[config.mk]
export PLATFORM = sky130hd
export DESIGN_NAME = mp_add_sequencer
export DESIGN_NICKNAME = d
export VERILOG_FILES = /design/src/rtl/mp_arith_pkg.sv /design/src/rtl/mp_out_stage.sv /design/src/rtl/mp_add_sequencer.sv
export SDC_FILE = /design/constraint.sdc
export NUM_CORES = 1
export LEC_CHECK = 0
export CORE_AREA = 2 2 154 156
export CTS_CLUSTER_SIZE = 30
export DETAILED_ROUTE_END_ITERATION = 10
export DIE_AREA = 0 0 156 158
export PLACE_DENSITY_LB_ADDON = 0.3
export SLEW_MARGIN = 20
export SYNTH_ARGS = -nofsm -noshare
export SYNTH_HDL_FRONTEND = slang
export SYNTH_SLANG_ARGS = --single-unit
[constraint.sdc]
create_clock -name clk -period 2.4 [get_ports clk]
set_clock_uncertainty 0.1 [all_clocks]
set_input_delay 0.48 -clock clk [delete_from_list [all_inputs] [get_ports clk]]
set_output_delay 0.48 -clock clk [all_outputs]
set_load 0.01 [all_outputs]
[src/rtl/mp_arith_pkg.sv]
// Shared constants and types for the multi-word add/subtract sequencer.
// Word width, FSM state encoding and operation codes.
package mp_arith_pkg;

   localparam int MP_WORD_W = 64;

   typedef enum logic [1:0] {
      IDLE  = 2'd0,
      RUN   = 2'd1,
      DRAIN = 2'd2,
      DONE  = 2'd3
   } state_t;

   localparam logic OP_ADD = 1'b0;
   localparam logic OP_SUB = 1'b1;

endpackage

[src/rtl/mp_out_stage.sv]
// One-entry valid/ready output register; a load lands one cycle later on out_dat_o.
// Backpressure: space_o drops while full and the consumer is not taking the word.
module mp_out_stage #(
   parameter int W = 64
) (
   input  logic         clk,
   input  logic         rst,
   input  logic         load_i,
   input  logic [W-1:0] load_dat_i,
   input  logic         out_ready_i,
   output logic         out_valid_o,
   output logic [W-1:0] out_dat_o,
   output logic         space_o
);

   logic         valid_q, valid_d;
   logic [W-1:0] dat_q, dat_d;

   always_comb begin
      valid_d = valid_q;
      dat_d   = dat_q;
      // A load wins over a drain so a same-cycle accept and load keeps the stage full.
      if (load_i) begin
         valid_d = 1'b1;
         dat_d   = load_dat_i;
      end else if (out_ready_i) begin
         valid_d = 1'b0;
      end
   end

   always_ff @(posedge clk) begin
      if (rst) begin
         valid_q <= 1'b0;
         dat_q   <= '0;
      end else begin
         valid_q <= valid_d;
         dat_q   <= dat_d;
      end
   end

   assign out_valid_o = valid_q;
   assign out_dat_o   = dat_q;
   assign space_o     = !valid_q || out_ready_i;

endmodule

[src/rtl/mp_add_sequencer.sv]
// Streams NUM_WORDS word pairs LS-first through an external adder, threading carry; one-cycle word latency.
// Backpressure: in_ready follows the output register, so a stalled out_ready stalls input and carry.
module mp_add_sequencer
   import mp_arith_pkg::*;
#(
   parameter int WORD_W    = MP_WORD_W,
   parameter int NUM_WORDS = 16,
   parameter int CNT_W     = $clog2(NUM_WORDS + 1)
) (
   input  logic              clk,
   input  logic              rst,
   input  logic              start,
   input  logic              op_sub,
   output logic              busy,
   input  logic              in_valid,
   output logic              in_ready,
   input  logic [WORD_W-1:0] a_word,
   input  logic [WORD_W-1:0] b_word,
   output logic [WORD_W-1:0] add_a,
   output logic [WORD_W-1:0] add_b,
   output logic              add_cin,
   input  logic [WORD_W-1:0] add_sum,
   input  logic              add_cout,
   output logic              out_valid,
   input  logic              out_ready,
   output logic [WORD_W-1:0] sum_word,
   output logic              carry_out,
   output logic              done
);

   localparam logic [CNT_W-1:0] LAST_IDX = CNT_W'(NUM_WORDS - 1);

   state_t           state_q, state_d;
   logic             sub_q, sub_d;
   logic             carry_q, carry_d;
   logic             carry_out_q, carry_out_d;
   logic [CNT_W-1:0] cnt_q, cnt_d;
   logic             stage_space;
   logic             accept;

   // Subtraction is A + ~B + 1, the +1 entering through the initial carry.
   assign add_a   = a_word;
   assign add_b   = b_word ^ {WORD_W{sub_q == OP_SUB}};
   assign add_cin = carry_q;

   assign in_ready = (state_q == RUN) && stage_space;
   assign accept   = in_valid && in_ready;

   always_comb begin
      state_d     = state_q;
      sub_d       = sub_q;
      carry_d     = carry_q;
      carry_out_d = carry_out_q;
      cnt_d       = cnt_q;
      case (state_q)
         IDLE: begin
            if (start) begin
               sub_d   = op_sub;
               carry_d = op_sub;
               cnt_d   = '0;
               state_d = RUN;
            end
         end
         RUN: begin
            if (accept) begin
               carry_d = add_cout;
               cnt_d   = cnt_q + 1'b1;
               if (cnt_q == LAST_IDX) begin
                  state_d = DRAIN;
               end
            end
         end
         DRAIN: begin
            if (out_valid && out_ready) begin
               carry_out_d = carry_q;
               state_d     = DONE;
            end
         end
         DONE: begin
            state_d = IDLE;
         end
         default: begin
            state_d = IDLE;
         end
      endcase
   end

   always_ff @(posedge clk) begin
      if (rst) begin
         state_q     <= IDLE;
         sub_q       <= 1'b0;
         carry_q     <= 1'b0;
         carry_out_q <= 1'b0;
         cnt_q       <= '0;
      end else begin
         state_q     <= state_d;
         sub_q       <= sub_d;
         carry_q     <= carry_d;
         carry_out_q <= carry_out_d;
         cnt_q       <= cnt_d;
      end
   end

   assign busy      = (state_q != IDLE);
   assign done      = (state_q == DONE);
   assign carry_out = carry_out_q;

   mp_out_stage #(
      .W (WORD_W)
   ) u_out_stage (
      .clk         (clk),
      .rst         (rst),
      .load_i      (accept),
      .load_dat_i  (add_sum),
      .out_ready_i (out_ready),
      .out_valid_o (out_valid),
      .out_dat_o   (sum_word),
      .space_o     (stage_space)
   );

endmodule
==> impl_metrics.csv, run 1 <==
group,metric,value,unit
setup_path,crit_chain,"buf_12 -> xor2_1 -> clkdlybuf4s50_1",
setup_path,reg2reg_slack,0.43,ns
placed_design,portBuffers,268,
layout,drive_gt1_share,6.58,%
floorplanning,coreArea,23100,um2
yosys,synth-edff-count,0,
placed_design,gp_congestion,0.720,
floorplanning,io_pins,397,
yosys,ys_warn_count,0,
pwr,power_leakage,0.00274,uW
status,outcome,"finished, final reports clean",
layout,final_common_cell,"clkdlybuf4s50_1",
yosys,ys_async_sr_fraction,0,%
clock_tree,cts.htree.levels,3,
setup_path,reg2reg_depth,6,
yosys,yosysTopAreaCell,"dfxtp_1",
setup_path,crit_start,"sub_q",
setup_path,cp-start-kind,"flop",
setup_path,rr_endpoint,"cnt_q[4]",
yosys,yosys.area.top_type_share,38.7,%
placed_design,place_inst,969,
layout,fillers,2456,
grt,antenna_found_initial,1,
run,maxCapViolCount,0,
clock_tree,cts_root_buf,"clkbuf_16",
layout,design_area,6890,um2
floorplanning,die_x,156,um
floorplanning,rows,56,
grt,grt_pass1_vias,3711,
yosys,syn_nets,694,
grt,globalRouteOverflowTotal,0,
clock_tree,cts_tree,"yes",
floorplanning,die_y,158,um
layout,fin_util,29.9,%
pwr,ir_drop,0.000387,V
yosys,seq_area_frac_synth,38.7,%
clock_tree,cts_buffer_depth,2,
route,viasPerCell,3.86,
yosys,yosysUniqueCellTypes,30,
yosys,postSynthCellCount,488,
route,wl_per_cell,14.9,um
sta,timing.final.crit_share,96.8,%
floorplanning,dieArea,24600,um2
placed_design,dpl.hpwl,11400,um
grt,grt_usage,11.4,%
yosys,ys.flop_type,"dfxtp_1",
sta,rsz0062_at_grt,"yes",
grt,grt_max_degree,57,
route,drt-pass1-iter-count,4,
min_path,hp-class,"flop to flop",
route,wl,14700,um
route,drt_iter0_markers,122,
setup_path,path_depth,3,
route,vias,3823,
clock_tree,cts.sinks,75,
grt,grt_pass1_wl,21200,um
layout,area_growth,77.6,%
clock_tree,clkTransAtPathRegs,0.06,ns
setup_path,worstPathMaxFanout,18,
setup_path,end_kind,"output pin",
yosys,synth_area,3880,um2
clock_tree,clock_latency,0.35,ns
placed_design,placedInstanceArea,6520,um2
setup_path,crit_path_top_delay_cell,"clkdlybuf4s50_1",
layout,fin_cells,990,
setup_path,slowest_delay,0.56,ns
setup_path,worst_ep_arrival_time,1.74,ns
sta,worst_pin_slew,0.484,ns
route,ant_nets,0,
route,route.detailed.drc,0,
yosys,synth.area.top_cells,"dfxtp_1, xor2_1, nand2_1",
pwr,powerDensity,749,nW/um2
yosys,ys_ff_latch,75,
yosys,syn_avg_cell_area,7.96,um2
clock_tree,ctsHoldBuffers,0,
sta,min_period,2.32,ns
sta,relSlewSlack,67.8,%
layout,fin_nets,900,
floorplanning,initial_utilization,16.8,%
clock_tree,cts_buffers,9,
sta,hold_viol_final,0,
setup_path,crit_family,"buffers and inverters",
setup_path,worstPathRequired,1.82,ns
setup_path,setup.worst_path.end,"add_b[58]",
setup_path,path_buf_inv,2,
sta,final-max-slew-violation-count,0,
sta,setup_viol,0,
pwr,total_power,5160,uW
sta,max_clock_freq,0.430,GHz
setup_path,critPathKind,"flop to output pin",
setup_path,worst_r2r_startpoint,"state_q[0]",
layout,final_cell_mix,"clkdlybuf4s50_1, nand2_1, dfxtp_1, a21oi_1, xor2_1",
==> logic make-up (layout without fill, tap and decap cells) <==
group | after synthesis | count (layout) | share of synthesized area [%]
buffers and inverters | 101 | 312 | 16.4
AOI/OAI and AO/OA | 79 | 79 | 10.9
other | 0 | 1 | 0
and+or+nand+nor | 160 | 160 | 16.8
adders and majority gates | 7 | 7 | 2.26
xor gates and xnor gates | 64 | 64 | 14.4
muxes | 2 | 2 | 0.516
DFF | 75 | 75 | 38.7
==> cell usage after synthesis, types with 2 or more instances <==
cell	n
buf_4	65
nand3_1	7
nor2b_1	5
mux2i_1	2
ha_1	7
buf_2	11
inv_1	5
xor2_1	64
a22oi_1	2
or4_1	2
dfxtp_1	75
nor2_1	7
nand2_1	132
a21oi_1	69
buf_1	2
and3_1	2
clkbuf_1	18
==> power breakdown <==
part,internal (uW),switching [uW]
clock network,805,545
registers,1420,108
logic,1260,1030
total,3480,1680
==> flip-flops by register name, indices dropped and copies added (netlist names) <==
name                     count
state_q                      2
carry_out                    1
add_cin                      1
cnt_q                        5
sub_q                        1
u_out_stage.out_dat_o       64
u_out_stage.out_valid_o      1
==> worst reg2reg max path, stage by stage (launching register included) <==
cell and delay (ns):
dfxtp_4 0.38, inv_1 0.08, ha_1 0.21, nor2b_1 0.14, or4_1 0.67, a22oi_1 0.23
nor2_1 0.05
==> per-layer routing <==
layer	wire [um]	global-route usage (%)	part of all wire, %	vias up
li1	-	-	-	1899
met1	5370	12.0	36	1705
met2	7330	19.3	50	166
met3	1450	4.27	9.8	53
met4	589	7.03	4.0	0
met5	0	0	0	-
==> area by class of cell <==
type / count / area (um2) / area share, %
inverter: 5 / 18.8 / 0.272
multi-input combinational: 312 / 1760 / 25.6
sequential: 75 / 1510 / 21.9
clock buffer: 10 / 229 / 3.32
clock inverter: 6 / 66.3 / 0.962
timing repair buffer: 291 / 2940 / 42.7
antenna: 1 / 2.50 / 0.0363
tap: 290 / 363 / 5.26
==> how the worst min path moves through the flow <==
stage / startpoint / end / slack (ns) / depth (start not counted)
2_1_floorplan: cnt_q[3] / cnt_q[3] / 0.36 / 2
3_3_place_gp: u_out_stage.out_dat_o[1] / u_out_stage.out_dat_o[1] / 0.34 / 2
3_5_place_dp: u_out_stage.out_dat_o[63] / u_out_stage.out_dat_o[63] / 0.35 / 2
4_1_cts: u_out_stage.out_dat_o[21] / u_out_stage.out_dat_o[21] / 0.35 / 2
5_1_grt: u_out_stage.out_dat_o[21] / u_out_stage.out_dat_o[21] / 0.37 / 2
6_report: u_out_stage.out_dat_o[27] / u_out_stage.out_dat_o[27] / 0.35 / 2
==> metrics by stage <==
step	setup slack (ns)	setup TNS, ns	hold WS (ns)
3_5_place_dp	-0.0167	-0.0280	0.346
4_1_cts	-0.0189	-0.0189	0.353
3_3_place_gp	-0.0334	-0.0995	0.341
2_1_floorplan	0.433	0	0.363
6_report	0.0767	0	0.351
5_1_grt	-0.0164	-0.0374	0.369
==> what timing repair did <==
action | in CTS | in global routing
resized for setup | 5 | 16
cloned | 0 | 0
setup endpoints to repair | 56 | 17
pin swaps | 0 | 0
setup buffers | 4 | 0
No activity file was read; power rests on OpenSTA's default activity.
==> run 2, diff against run 1 <==
Settings changed: SKIP_CTS_REPAIR_TIMING from default to 1.
==> run 2 against run 1 <==
  * Fmax about the same
  * Combinational power is essentially flat
  * Critical endpoint unchanged
  * First-iteration DRC count increased by 5.7%
  * Sequential share of layout area about the same
  * Largest power group unchanged
  * Final area is 0.18% higher
  * Core utilization increased by 0.054 points
  * Clock power about the same
==> impl_metrics.csv, run 2 (synthesized netlist as in run 1, its figures left out) <==
group,metric,value,unit
status,outcome,"finished, final reports clean",
grt,globalRouteOverflowTotal,0,
layout,final_common_cell,"clkdlybuf4s50_1",
grt,grt_pass1_wl,21000,um
route,viasPerCell,3.87,
setup_path,cp-start-kind,"flop",
floorplanning,initial_utilization,16.8,%
pwr,p_comb_share,44.4,%
setup_path,reg2reg_slack,0.43,ns
layout,area_growth,77.9,%
sta,hold_viol_final,0,
layout,final_cell_mix,"clkdlybuf4s50_1, nand2_1, dfxtp_1, a21oi_1, xor2_1",
layout,fin_util,30.0,%
grt,grt_use_met3,4.24,%
setup_path,setup.worst_path.end,"add_b[58]",
setup_path,reg2reg_depth,6,
sta,setup_viol,0,
setup_path,end_kind,"output pin",
grt,grt_max_degree,57,
sta,rsz0062_at_grt,"yes",
setup_path,rr_endpoint,"cnt_q[4]",
min_path,hp-class,"flop to flop",
pwr,powerDensity,749,nW/um2
layout,fin_nets,900,
min_path,min_path_cells,2,
layout,drive_gt1_share,6.58,%
setup_path,crit_start,"sub_q",
placed_design,portBuffers,268,
floorplanning,coreArea,23100,um2
route,vias,3831,
grt,grt_usage,11.3,%
sta,setup_ws,0.0772,ns
clock_tree,clock_latency,0.35,ns
sta,final-max-slew-violation-count,0,
grt,gr-usage-met1,12.0,%
clock_tree,cts.sinks,75,
setup_path,critPathKind,"flop to output pin",
sta,max_clock_freq,0.431,GHz
pwr,swShare,32.6,%
placed_design,gp_congestion,0.720,
floorplanning,die_y,158,um
floorplanning,io_pins,397,
clock_tree,clkTransAtPathRegs,0.06,ns
route,wl_per_cell,14.9,um
floorplanning,dieArea,24600,um2
clock_tree,cts_tree,"yes",
sta,worst_pin_slew,0.485,ns
pwr,ir_drop,0.000387,V
route,drt-pass1-iter-count,4,
pwr,power_leakage,0.00276,uW
sta,min_period,2.32,ns
sta,timing.final.crit_share,96.8,%
pwr,internal_power,3480,uW
setup_path,worst_ep_arrival_time,1.74,ns
floorplanning,rows,56,
setup_path,worstPathRequired,1.82,ns
grt,grt_pass1_vias,3665,
grt,top_usage_layer,"met2",
setup_path,worstPathMaxFanout,18,
pwr,p_sw,1690,uW
clock_tree,cts_root_buf,"clkbuf_16",
clock_tree,cts_buffer_depth,2,
route,ant_nets,0,
route,route.detailed.drc,0,
clock_tree,cts_buffers,9,
pwr,p_seq_share,29.5,%
pwr,pwr-share-clk,26.1,%
floorplanning,die_x,156,um
clock_tree,cts.htree.levels,3,
run,maxCapViolCount,0,
placed_design,dpl.hpwl,11400,um
setup_path,worst_r2r_startpoint,"state_q[0]",
sta,relSlewSlack,67.4,%
grt,antenna_found_initial,1,
route,wl,14800,um
layout,largest_register_ffs,64,
placed_design,pre_cts_slack,-0.0167,ns
grt,met2_usage,18.9,%
route,drt_iter0_markers,129,
-- run 2: cell count changes in the layout (fill, tap and decap cells not counted), sizes merged --
cell | previous run | this run
dlygate4sd2 | 4 | 0
clkdlybuf4s50 | 252 | 253
dlymetal6s2s | 11 | 14
-- run 2: layer usage --
layer	vias to the layer above	wire length (um)
met2	168	7330
met4	0	608
met1	1708	5470
met3	55	1340
met5	-	0
li1	1900	-
-- run 2: worst min path at each step --
stage,start,end
6_report,u_out_stage.out_dat_o[21],u_out_stage.out_dat_o[21]
5_1_grt,u_out_stage.out_dat_o[21],u_out_stage.out_dat_o[21]
4_1_cts,u_out_stage.out_dat_o[21],u_out_stage.out_dat_o[21]
3_5_place_dp,u_out_stage.out_dat_o[63],u_out_stage.out_dat_o[63]
3_3_place_gp,u_out_stage.out_dat_o[1],u_out_stage.out_dat_o[1]
2_1_floorplan,cnt_q[3],cnt_q[3]
-- run 2: worst max-delay path: stages (launching register included) --
cell and delay, ns:
dfxtp_4 0.46, buf_12 0.20, xor2_1 0.16, clkdlybuf4s50_1 0.56
-- run 2: final cells by class --
cell class	count	area, um2
clock buffers	10	229
well taps	290	363
clock inverters	6	66.3
flip-flops and latches	75	1510
diodes	1	2.50
repair buffers	291	2960
fillers	2453	16100
inverters	5	18.8
multi-input cells	312	1760
-- run 2: per-stage QoR --
step | hold WS (ns) | instances | setup TNS (ns) | power [uW] | instance area (um2)
after detailed placement | 0.346 | 969 | -0.0280 | 3840 | 6520
after global routing | 0.369 | 990 | -0.0196 | 5500 | 6910
after global placement | 0.341 | 969 | -0.0995 | 3840 | 6520
final | 0.351 | 990 | 0 | 5170 | 6910
after CTS | 0.353 | 985 | -4.16 | 5230 | 6820
after floorplan | 0.363 | 488 | 0 | 2620 | 3880
-- run 2: power by group through the flow --
stage                     Combinational (uW)  Clock [uW]  Sequential, uW
after global routing                    2500        1450            1550
after floorplan                         1030           0            1590
after CTS                               2290        1400            1530
final                                   2290        1350            1520
after detailed placement                2290           0            1560
after global placement                  2290           0            1550
==> run 3, diff against run 2 <==
Settings changed: SETUP_SLACK_MARGIN from default to 0.02.
==> run 3 against run 2 <==
  * Core utilization rose by 0.15 points
  * Register-to-register slack barely moved
  * Cell count did not move
  * Hold slack did not move
  * Final area rose by 0.49%
  * Fmax barely moved
  * Critical path type unchanged
  * Critical endpoint is now add_b[2]
  * Largest cell class unchanged
  * Largest power group unchanged
  * Highest routed layer unchanged
==> impl_metrics.csv, run 3 (synthesized netlist as in run 1, its figures left out) <==
group,metric,value,unit
min_path,hp-class,"flop to flop",
route,wl_per_cell,14.9,um
route,vias,3830,
layout,fillers,2451,
placed_design,pre_cts_slack,-0.0167,ns
pwr,swShare,32.7,%
layout,seqCellArea,1510,um2
route,viasPerCell,3.87,
route,ant_nets,0,
clock_tree,cts.htree.levels,3,
route,wl,14800,um
sta,min_period,2.32,ns
grt,grt_pass1_wl,21000,um
placed_design,gp_congestion,0.720,
setup_path,worstPathRequired,1.82,ns
floorplanning,coreArea,23100,um2
sta,rsz0062_at_grt,"yes",
sta,worst_pin_slew,0.485,ns
grt,grt_usage,11.3,%
clock_tree,cts_tree,"yes",
route,drt_iter0_markers,131,
sta,timing.final.crit_share,96.7,%
status,outcome,"finished, final reports clean",
grt,globalRouteOverflowTotal,0,
layout,area_growth,78.8,%
clock_tree,clock_latency,0.35,ns
clock_tree,cts.sinks,75,
pwr,pwr-share-clk,26.2,%
pwr,p_comb_share,44.2,%
pwr,power_leakage,0.00289,uW
sta,setup_ws,0.0784,ns
layout,final_common_cell,"clkdlybuf4s50_1",
pwr,internal_power,3470,uW
grt,grt_max_degree,57,
setup_path,cp-start-kind,"flop",
floorplanning,io_pins,397,
sta,relSlewSlack,67.4,%
grt,antenna_found_initial,1,
sta,max_clock_freq,0.431,GHz
layout,drive_gt1_share,6.72,%
setup_path,worstPathMaxFanout,12,
floorplanning,die_y,158,um
layout,final_cell_mix,"clkdlybuf4s50_1, nand2_1, dfxtp_1, a21oi_1, xor2_1",
placed_design,dpl.hpwl,11400,um
setup_path,worst_ep_arrival_time,1.74,ns
clock_tree,cts_buffers,9,
pwr,ir_drop,0.000387,V
clock_tree,cts_buffer_depth,2,
sta,final-max-slew-violation-count,0,
sta,hold_viol_final,0,
placed_design,portBuffers,268,
layout,fin_cells,990,
pwr,p_sw,1680,uW
layout,largest_register_ffs,64,
layout,multiInputGateArea,1760,um2
route,drt-pass1-iter-count,4,
placed_design,place_inst,969,
sta,tns,0,ns
floorplanning,die_x,156,um
route,route.detailed.drc,0,
floorplanning,rows,56,
setup_path,critPathKind,"flop to output pin",
sta,setup_viol,0,
run,maxCapViolCount,0,
pwr,powerDensity,743,nW/um2
clock_tree,clkTransAtPathRegs,0.06,ns
floorplanning,dieArea,24600,um2
clock_tree,cts_root_buf,"clkbuf_16",
layout,fin_nets,900,
setup_path,end_kind,"output pin",
floorplanning,initial_utilization,16.8,%
grt,grt_pass1_vias,3665,
pwr,p_seq_share,29.6,%
-- run 3: cell count changes in the layout (fill, tap and decap cells not counted), sizes merged --
cell,before,now
clkdlybuf4s50,253,240
dlymetal6s2s,14,27
-- run 3: critical path: stages (launching register included) --
cell	delay, ns
dfxtp_4	0.46
buf_8	0.19
xor2_1	0.17
clkdlybuf4s50_1	0.57
-- run 3: power by group through the flow --
stage          clock (uW)  sequential, uW  combinational, uW
6_report             1350            1530               2280
2_1_floorplan           0            1590               1030
5_1_grt              1450            1550               2480
3_5_place_dp            0            1560               2290
4_1_cts              1400            1530               2290
3_3_place_gp            0            1550               2290
-- run 3: worst paths after layout --
check,slack [ns],to,cells after the start,startpoint
hold / removal,0.35,u_out_stage.out_dat_o[21],2,u_out_stage.out_dat_o[21]
setup reg to reg,0.43,cnt_q[4],6,state_q[0]
setup / recovery,0.08,add_b[2],3,sub_q
hold reg to reg,0.35,u_out_stage.out_dat_o[21],2,u_out_stage.out_dat_o[21]
-- run 3: final cells by class --
type                            instances  share of cell area, %
Multi-Input combinational cell        312                   25.4
Clock buffer                           10                   3.30
Clock inverter                          6                  0.955
Tap cell                              290                   5.23
Timing Repair Buffer                  291                   43.1
Antenna cell                            1                 0.0361
Sequential cell                        75                   21.8
Inverter                                5                  0.270
-- run 3: per-stage QoR --
stage / power [uW] / util [%] / hold slack, ns / cell area (um2)
after global routing: 5480 / 30.1 / 0.369 / 6940
after CTS: 5230 / 29.6 / 0.353 / 6820
after global placement: 3840 / 28.3 / 0.341 / 6520
final: 5150 / 30.1 / 0.351 / 6940
after detailed placement: 3840 / 28.3 / 0.346 / 6520
after floorplan: 2620 / - / 0.363 / 3880
-- run 3: layer usage --
layer	track usage (%)	share of wire, %	up-vias
met3	4.24	9.0	55
met2	18.9	50	166
li1	-	-	1900
met5	0	0	-
met4	7.03	4.1	0
met1	12.0	37	1709
